==> src/rtl/can_fifo_if.sv <==
// ---------------------------------------------------------------------------
// can_fifo_if
// Bundle of the data and status signals between the CAN FIFO and its user.
//   master : the user side. It drives the write/read requests and the write
//            data, and it observes the status flags and the read data.
//   slave  : the FIFO side. Its directions are the mirror of the master's.
// The clock and reset stay outside this bundle as plain module ports.
// ---------------------------------------------------------------------------
interface can_fifo_if #(
    parameter int DATA_WIDTH = 128
);
    logic                  i_wr_en;
    logic                  i_r_en;
    logic [DATA_WIDTH-1:0] i_fifo_w_data;
    logic                  o_empty;
    logic                  o_full;
    logic                  o_underflow;
    logic                  o_overflow;
    logic [DATA_WIDTH-1:0] o_fifo_r_data;

    modport master (
        output i_wr_en, i_r_en, i_fifo_w_data,
        input  o_empty, o_full, o_underflow, o_overflow, o_fifo_r_data
    );

    modport slave (
        input  i_wr_en, i_r_en, i_fifo_w_data,
        output o_empty, o_full, o_underflow, o_overflow, o_fifo_r_data
    );
endinterface

==> src/rtl/can_fifo.sv <==
// ---------------------------------------------------------------------------
// can_fifo
// A single-clock FIFO that holds CAN frame words between the protocol engine
// and the host interface.
// Ports:
//   i_sys_clk : clock. All logic runs on the rising edge.
//   i_reset   : synchronous, active-high reset. It has priority over every
//               other input.
//   bus       : can_fifo_if.slave. It carries the write and read requests,
//               the write data, the registered read data, the empty and full
//               flags, and the one-cycle underflow and overflow pulses.
// An illegal access (a read while empty, or a write while full with no read
// on the same edge) is dropped. It raises its error pulse and leaves the
// pointers, the count and the data unchanged.
// ---------------------------------------------------------------------------
module can_fifo #(
    parameter int DATA_WIDTH = 128,
    parameter int DEPTH      = 8,
    parameter int ADDR_WIDTH = $clog2(DEPTH)
) (
    input  logic      i_sys_clk,
    input  logic      i_reset,
    can_fifo_if.slave bus
);
    localparam logic [ADDR_WIDTH:0] FULL_COUNT = (ADDR_WIDTH+1)'(DEPTH);

    logic [DATA_WIDTH-1:0] mem [DEPTH];

    logic [ADDR_WIDTH-1:0] wr_ptr_reg;
    logic [ADDR_WIDTH-1:0] rd_ptr_reg;
    logic [ADDR_WIDTH:0]   count_reg;
    logic [ADDR_WIDTH:0]   count_next;
    logic                  empty_reg;
    logic                  full_reg;
    logic                  underflow_reg;
    logic                  overflow_reg;
    logic [DATA_WIDTH-1:0] rd_data_reg;

    logic rd_accept;
    logic wr_accept;

    // A write is accepted while full only when a read frees the slot on the
    // same edge. When the FIFO is full, a read is always accepted.
    always_comb begin
        rd_accept  = bus.i_r_en && !empty_reg;
        wr_accept  = bus.i_wr_en && (!full_reg || rd_accept);
        count_next = count_reg;
        if (wr_accept && !rd_accept) begin
            count_next = count_reg + 1'b1;
        end else if (rd_accept && !wr_accept) begin
            count_next = count_reg - 1'b1;
        end
    end

    // The storage array has no reset, so it can map onto block RAM. A write
    // requested on a reset edge is suppressed here.
    always_ff @(posedge i_sys_clk) begin
        if (wr_accept && !i_reset) begin
            mem[wr_ptr_reg] <= bus.i_fifo_w_data;
        end
    end

    // On a full FIFO with read+write, wr_ptr == rd_ptr. The read below gets
    // the old word because the memory write above is non-blocking.
    always_ff @(posedge i_sys_clk) begin
        if (i_reset) begin
            wr_ptr_reg    <= '0;
            rd_ptr_reg    <= '0;
            count_reg     <= '0;
            empty_reg     <= 1'b1;
            full_reg      <= 1'b0;
            underflow_reg <= 1'b0;
            overflow_reg  <= 1'b0;
            rd_data_reg   <= '0;
        end else begin
            if (wr_accept) begin
                wr_ptr_reg <= wr_ptr_reg + 1'b1;
            end
            if (rd_accept) begin
                rd_data_reg <= mem[rd_ptr_reg];
                rd_ptr_reg  <= rd_ptr_reg + 1'b1;
            end
            count_reg     <= count_next;
            empty_reg     <= (count_next == '0);
            full_reg      <= (count_next == FULL_COUNT);
            underflow_reg <= bus.i_r_en && empty_reg;
            overflow_reg  <= bus.i_wr_en && full_reg && !rd_accept;
        end
    end

    assign bus.o_empty       = empty_reg;
    assign bus.o_full        = full_reg;
    assign bus.o_underflow   = underflow_reg;
    assign bus.o_overflow    = overflow_reg;
    assign bus.o_fifo_r_data = rd_data_reg;
endmodule

==> src/flat_wrapper.sv <==
// flat-port wrapper written by rule: the top's interface ports become plain ports
module can_fifo_flat 
#(
    parameter int DATA_WIDTH = 128,
    parameter int DEPTH      = 8,
    parameter int ADDR_WIDTH = $clog2(DEPTH)
)
  (i_sys_clk, i_reset, bus_i_wr_en, bus_i_r_en, bus_i_fifo_w_data, bus_o_empty, bus_o_full, bus_o_underflow, bus_o_overflow, bus_o_fifo_r_data);
  can_fifo_if #(.DATA_WIDTH(DATA_WIDTH)) bus_i ();
  input  logic i_sys_clk;
  input  logic i_reset;
  input wire logic [$bits(bus_i.i_wr_en)-1:0] bus_i_wr_en;
  input wire logic [$bits(bus_i.i_r_en)-1:0] bus_i_r_en;
  input wire logic [$bits(bus_i.i_fifo_w_data)-1:0] bus_i_fifo_w_data;
  output wire logic [$bits(bus_i.o_empty)-1:0] bus_o_empty;
  output wire logic [$bits(bus_i.o_full)-1:0] bus_o_full;
  output wire logic [$bits(bus_i.o_underflow)-1:0] bus_o_underflow;
  output wire logic [$bits(bus_i.o_overflow)-1:0] bus_o_overflow;
  output wire logic [$bits(bus_i.o_fifo_r_data)-1:0] bus_o_fifo_r_data;
  assign bus_i.i_wr_en = bus_i_wr_en;
  assign bus_i.i_r_en = bus_i_r_en;
  assign bus_i.i_fifo_w_data = bus_i_fifo_w_data;
  assign bus_o_empty = bus_i.o_empty;
  assign bus_o_full = bus_i.o_full;
  assign bus_o_underflow = bus_i.o_underflow;
  assign bus_o_overflow = bus_i.o_overflow;
  assign bus_o_fifo_r_data = bus_i.o_fifo_r_data;
  can_fifo #(.DATA_WIDTH(DATA_WIDTH), .DEPTH(DEPTH), .ADDR_WIDTH(ADDR_WIDTH)) u_core (.i_sys_clk(i_sys_clk), .i_reset(i_reset), .bus(bus_i));
endmodule
==> config.mk <==
export PLATFORM = sky130hd
export DESIGN_NAME = can_fifo_flat
export DESIGN_NICKNAME = d
export VERILOG_FILES = /design/src/rtl/can_fifo_if.sv /design/src/rtl/can_fifo.sv /design/src/flat_wrapper.sv
export SDC_FILE = /design/constraint.sdc
export NUM_CORES = 1
export LEC_CHECK = 0
export CORE_MARGIN = 2
export CORE_UTILIZATION = 64
export DETAILED_ROUTE_END_ITERATION = 16
export HOLD_SLACK_MARGIN = 0.12
export PLACE_DENSITY = 0.95
export SETUP_SLACK_MARGIN = 0.15
export SYNTH_ARGS = -nofsm -noshare
export SYNTH_HDL_FRONTEND = slang
export SYNTH_SLANG_ARGS = --single-unit
==> constraint.sdc <==
create_clock -name i_sys_clk -period 21.8 [get_ports i_sys_clk]
set_clock_uncertainty 0.2 [all_clocks]
set_input_delay 4.36 -clock i_sys_clk [delete_from_list [all_inputs] [get_ports i_sys_clk]]
set_output_delay 4.36 -clock i_sys_clk [all_outputs]
set_load 0.05 [all_outputs]
Word level (Yosys, flattened, before mapping):

Memories as Yosys holds them, arrays and structs flattened. A register that Yosys moved wholly into a read port is not among the register bits.
Cells that the tools add are included.

* register bits after elaboration: 14
* memory bits (writable): 1024
* input port bits: 132
* logic and storage cells: 32
* memories kept: 1

* add/sub/neg operators: 4
* eq/ne operators: 1
* multiplexer cells: 4
* reduce and logical (&&, ||, !) cells: 15

Memory list
* u_core.mem: words 8, width 128, read ports 1, clocked after Yosys merged registers in 1, write ports 1, RTL line can_fifo.sv:27 `logic [DATA_WIDTH-1:0] mem [DEPTH];`

Operator list (count)
* logical AND 1 bit: 8
* 2-to-1 mux 4 bit: 2
* adder 3 x 1 -> 3 bit (second input constant): 2
* zero test 1 bit: 5
* adder 4 x 1 -> 4 bit (second input constant): 1
* == test 4 bit (second input constant): 1
* zero test 4 bit: 1
* subtractor 4 x 1 -> 4 bit (second input constant): 1
* 2-to-1 mux 1 bit: 2
* logical OR 1 bit: 1

Logic depth before layout (Yosys ltp):

* depth after elaboration: 9
* depth in mapped cells: 6

Worst setup path before layout:

Ideal clock, no wire load.

* kind: input -> register
* from: input bus_i_wr_en
* to: memory u_core.mem[0][0] (enable)
* library setup time: 0.772 ns
* data arrival time: 13.689 ns
* required time: 20.828 ns
* path slack: 7.139 ns
* stages: 4
* buffers on the path: 1
* path through: buf_2 -> o21ai_1 -> or3_1 -> nor3_1

* word-level cells in the longest chain between the ends: 4

RTL lines
* start: declaration: RTL line flat_wrapper.sv:12 `input wire logic [$bits(bus_i.i_wr_en)-1:0] bus_i_wr_en;`
* logical AND 1 bit: RTL line can_fifo.sv:46 `wr_accept = bus.i_wr_en && (!full_reg || rd_accept);`
* logical AND 1 bit: RTL line can_fifo.sv:58 `if (wr_accept && !i_reset) begin`
* 2-to-1 mux 1 bit: RTL line can_fifo.sv:58
* 2-to-1 mux 1 bit (not written as such): RTL line can_fifo.sv:59 `mem[wr_ptr_reg] <= bus.i_fifo_w_data;`
* end: declaration: RTL line can_fifo.sv:27

Every way passes these cells.

Final worst setup path:

* from: input bus_i_r_en
* to: memory u_core.mem[6][88] (enable)

* word-level cells in the longest chain between the ends: 6

RTL lines
* start: declaration: RTL line flat_wrapper.sv:13 `input wire logic [$bits(bus_i.i_r_en)-1:0] bus_i_r_en;`
* logical AND 1 bit: RTL line can_fifo.sv:45 `rd_accept = bus.i_r_en && !empty_reg;`
* logical OR 1 bit: RTL line can_fifo.sv:46
* logical AND 1 bit: RTL line can_fifo.sv:46
* logical AND 1 bit: RTL line can_fifo.sv:58
* 2-to-1 mux 1 bit: RTL line can_fifo.sv:58
* 2-to-1 mux 1 bit (not written as such): RTL line can_fifo.sv:59

Every way passes these cells.

==> results.ini <==
[routing]
drt_iter0_markers=2998
num_vias=22600
dr.pass1.iters=6
wl_per_cell_um=34.53
drc_errors=0
drt-vias-per-instance=6.922
wl_um=112700
detail-route-antenna-nets=0

[synthesis]
yosysSeqAreaShare_pct=77.01
yosys.area_share.simple_pct=1.578
synth.net_count=2132
syn_area_um2=43620
yosysUniqueCellTypes=34
synth_top_area_cell=edfxtp_1
synth_edf_count=1024
synth_top_family_by_area=multiplexers
yosysMostFrequentCell=edfxtp_1
ys_top_cells_by_area=edfxtp_1, mux4_2, dfxtp_1
synth_top_area_share_pct=70.50
synth.top_cells.by_count=edfxtp_1, mux4_2, nor2_1
async_reset_ff_share_pct=0
synth.area.mux_share_pct=16.33
synthAdderAreaFrac_pct=0.1147
synth_xor_area_share_pct=0.1406
synth_compound_area_share_pct=2.369
avgSynthCellArea_um2=21.85
yosys_warnings=0
synth_ff_type=edfxtp_1
postSynthCellCount=1996
ys_ff_latch=1166

[sta]
finalSetupViolations=0
slew_headroom_pct=14.20
final.min_clock_period_ns=9.001
finalHoldViolations=0
max_slew.worst_pin.slew_ns=1.287
finalCritPeriodShare_pct=41.29
setup-tns-final_ns=0
fin_hold_ws_ns=0.3060
max_freq_mhz=111.1
rsz0062_at_grt=false
maxSlewViolCount=0

[clocking]
hold_buffers=0
cts.sinks=1166
ctsRootBufferMaster=clkbuf_16
clk_pin_slew_ns=0.06
htree_levels=3
clock_path_buffers=3
numCtsBuffers=108
clk_latency_ns=0.67
cts_tree=done
postCtsSetupRepairBufs=0
post_cts_resized=0

[global_route]
grt_pass1_vias=23025
grt_pass1_wl_um=160900
antenna_found_initial=24
grt_max_degree=129
grtUsageTotal_pct=32.03
overflow=0

[finish]
num-fill-cells=3339
regArea_um2=33600
largest_register_ffs=1024
stdcell_count=3265
final_layout_size_suffix_gt1_share_pct=19.19
syn_to_final_growth_pct=15.29
final_nets=2413
multiInputGateArea_um2=9020

[place]
place_congestion=0.7718
dp.cells=3040
port_buffers=263
dp_hpwl_um=55730

[job]
maxCapViolCount=0

[critical_path]
worst-endpoint-arrival_ns=9.06
crit_type=primary input to flip-flop
critPathLaunchType=primary input
endpoint_kind=flip-flop
cp_max_fo=101
required_ns=21.86

[die]
core_area_um2=67280
die_area_um2=70260
die_h_um=265.1
die_x_um=265.1
ioPinCount=264
start_util_pct=64.83
rows=95

[power]
powerDensity_nw_per_um2=99.75
max-vdd-ir-drop_mv=0.07576
p_leak_nw=15.37
fin_total_pwr_mw=5.016

[worst_hold_path]
hold_class=flip-flop to flip-flop

[outcome]
status=completed

cells in the final DEF, fill, tap and decap left out, types with 2 or more instances in the layout:
cell | synthesis | routed
a211oi_1 | 129 | 129
a21oi_1 | 3 | 3
buf_4 | 0 | 27
bufinv_16 | 0 | 8
clkbuf_1 | 34 | 21
clkbuf_16 | 0 | 111
clkbuf_8 | 0 | 19
clkdlybuf4s50_1 | 0 | 262
clkinv_1 | 0 | 9
clkinv_2 | 0 | 22
clkinv_8 | 0 | 2
clkinvlp_4 | 0 | 6
dfxtp_1 | 142 | 139
dfxtp_4 | 0 | 3
diode_2 | 0 | 21
edfxtp_1 | 1024 | 1024
ha_1 | 4 | 4
inv_1 | 5 | 5
inv_6 | 0 | 4
mux2i_1 | 129 | 129
mux4_1 | 18 | 18
mux4_2 | 238 | 238
nand2_1 | 7 | 7
nand2b_1 | 3 | 3
nand3_1 | 2 | 2
nor2_1 | 145 | 139
nor2_4 | 0 | 6
nor2b_1 | 3 | 2
nor3_1 | 4 | 2
nor3_2 | 0 | 2
nor3b_2 | 2 | 2
or3_1 | 2 | 2
xnor2_1 | 4 | 4
xor2_1 | 3 | 3
layer usage:
layer	GRT usage [%]	vias up	routed length [µm]
li1	-	8830	-
met1	40.17	11643	38060
met2	54.64	1773	58560
met3	6.110	344	10080
met4	15.28	10	5985
met5	0	-	60
critical path: stages:
cell and delay, ns:
clkdlybuf4s50_1 0.52, nor2b_4 0.15, buf_4 0.77, o21ai_1 0.34
or3_1 0.56, nor2_4 0.51, buf_4 0.95, buf_4 0.74
report_power, final:
group	internal, mW	switching, mW	total (mW)
Sequential	2.49	0.0468	2.54
Combinational	0.210	0.327	0.537
Clock	1.10	0.842	1.94
worst paths after layout:
path | startpoint | endpoint | slack, ns | cells past startpoint
worst max-delay path | bus_i_r_en | u_core.mem[6][88] | 12.80 | 8
worst min-delay path | u_core.bus.o_fifo_r_data[49] | u_core.bus.o_fifo_r_data[49] | 0.31 | 2
worst max register to register | u_core.bus.o_empty | u_core.mem[6][88] | 16.69 | 7
worst min register to register | u_core.bus.o_fifo_r_data[49] | u_core.bus.o_fifo_r_data[49] | 0.31 | 2
logic make-up after synthesis:
kind of cell / count (synthesis)
AO/OA/AOI/OAI: 139
XOR/XNOR: 7
adder cells (fa/ha/maj): 4
buffers and inverters: 125
flip-flops: 1166
multiplexers: 385
AND/OR/NAND/NOR: 170
layout make-up:
type | count | area share, %
diodes | 21 | 0.1045
clock buffers | 151 | 6.200
clock inverters | 53 | 1.045
inverters | 5 | 0.03732
multi-input cells | 705 | 17.94
flip-flops and latches | 1166 | 66.82
well taps | 873 | 2.172
repair buffers | 291 | 5.680
through the flow:
step	cell area, µm²	utilization (%)	worst slack (ns)
3_5_place_dp	46590	69.25	12.17
2_1_floorplan	43620	-	7.139
5_1_grt	50280	74.74	12.57
6_report	50290	74.75	12.80
3_3_place_gp	46590	69.25	12.37
4_1_cts	50230	74.67	12.84
Note: power is estimated with default switching activity, not from simulation.
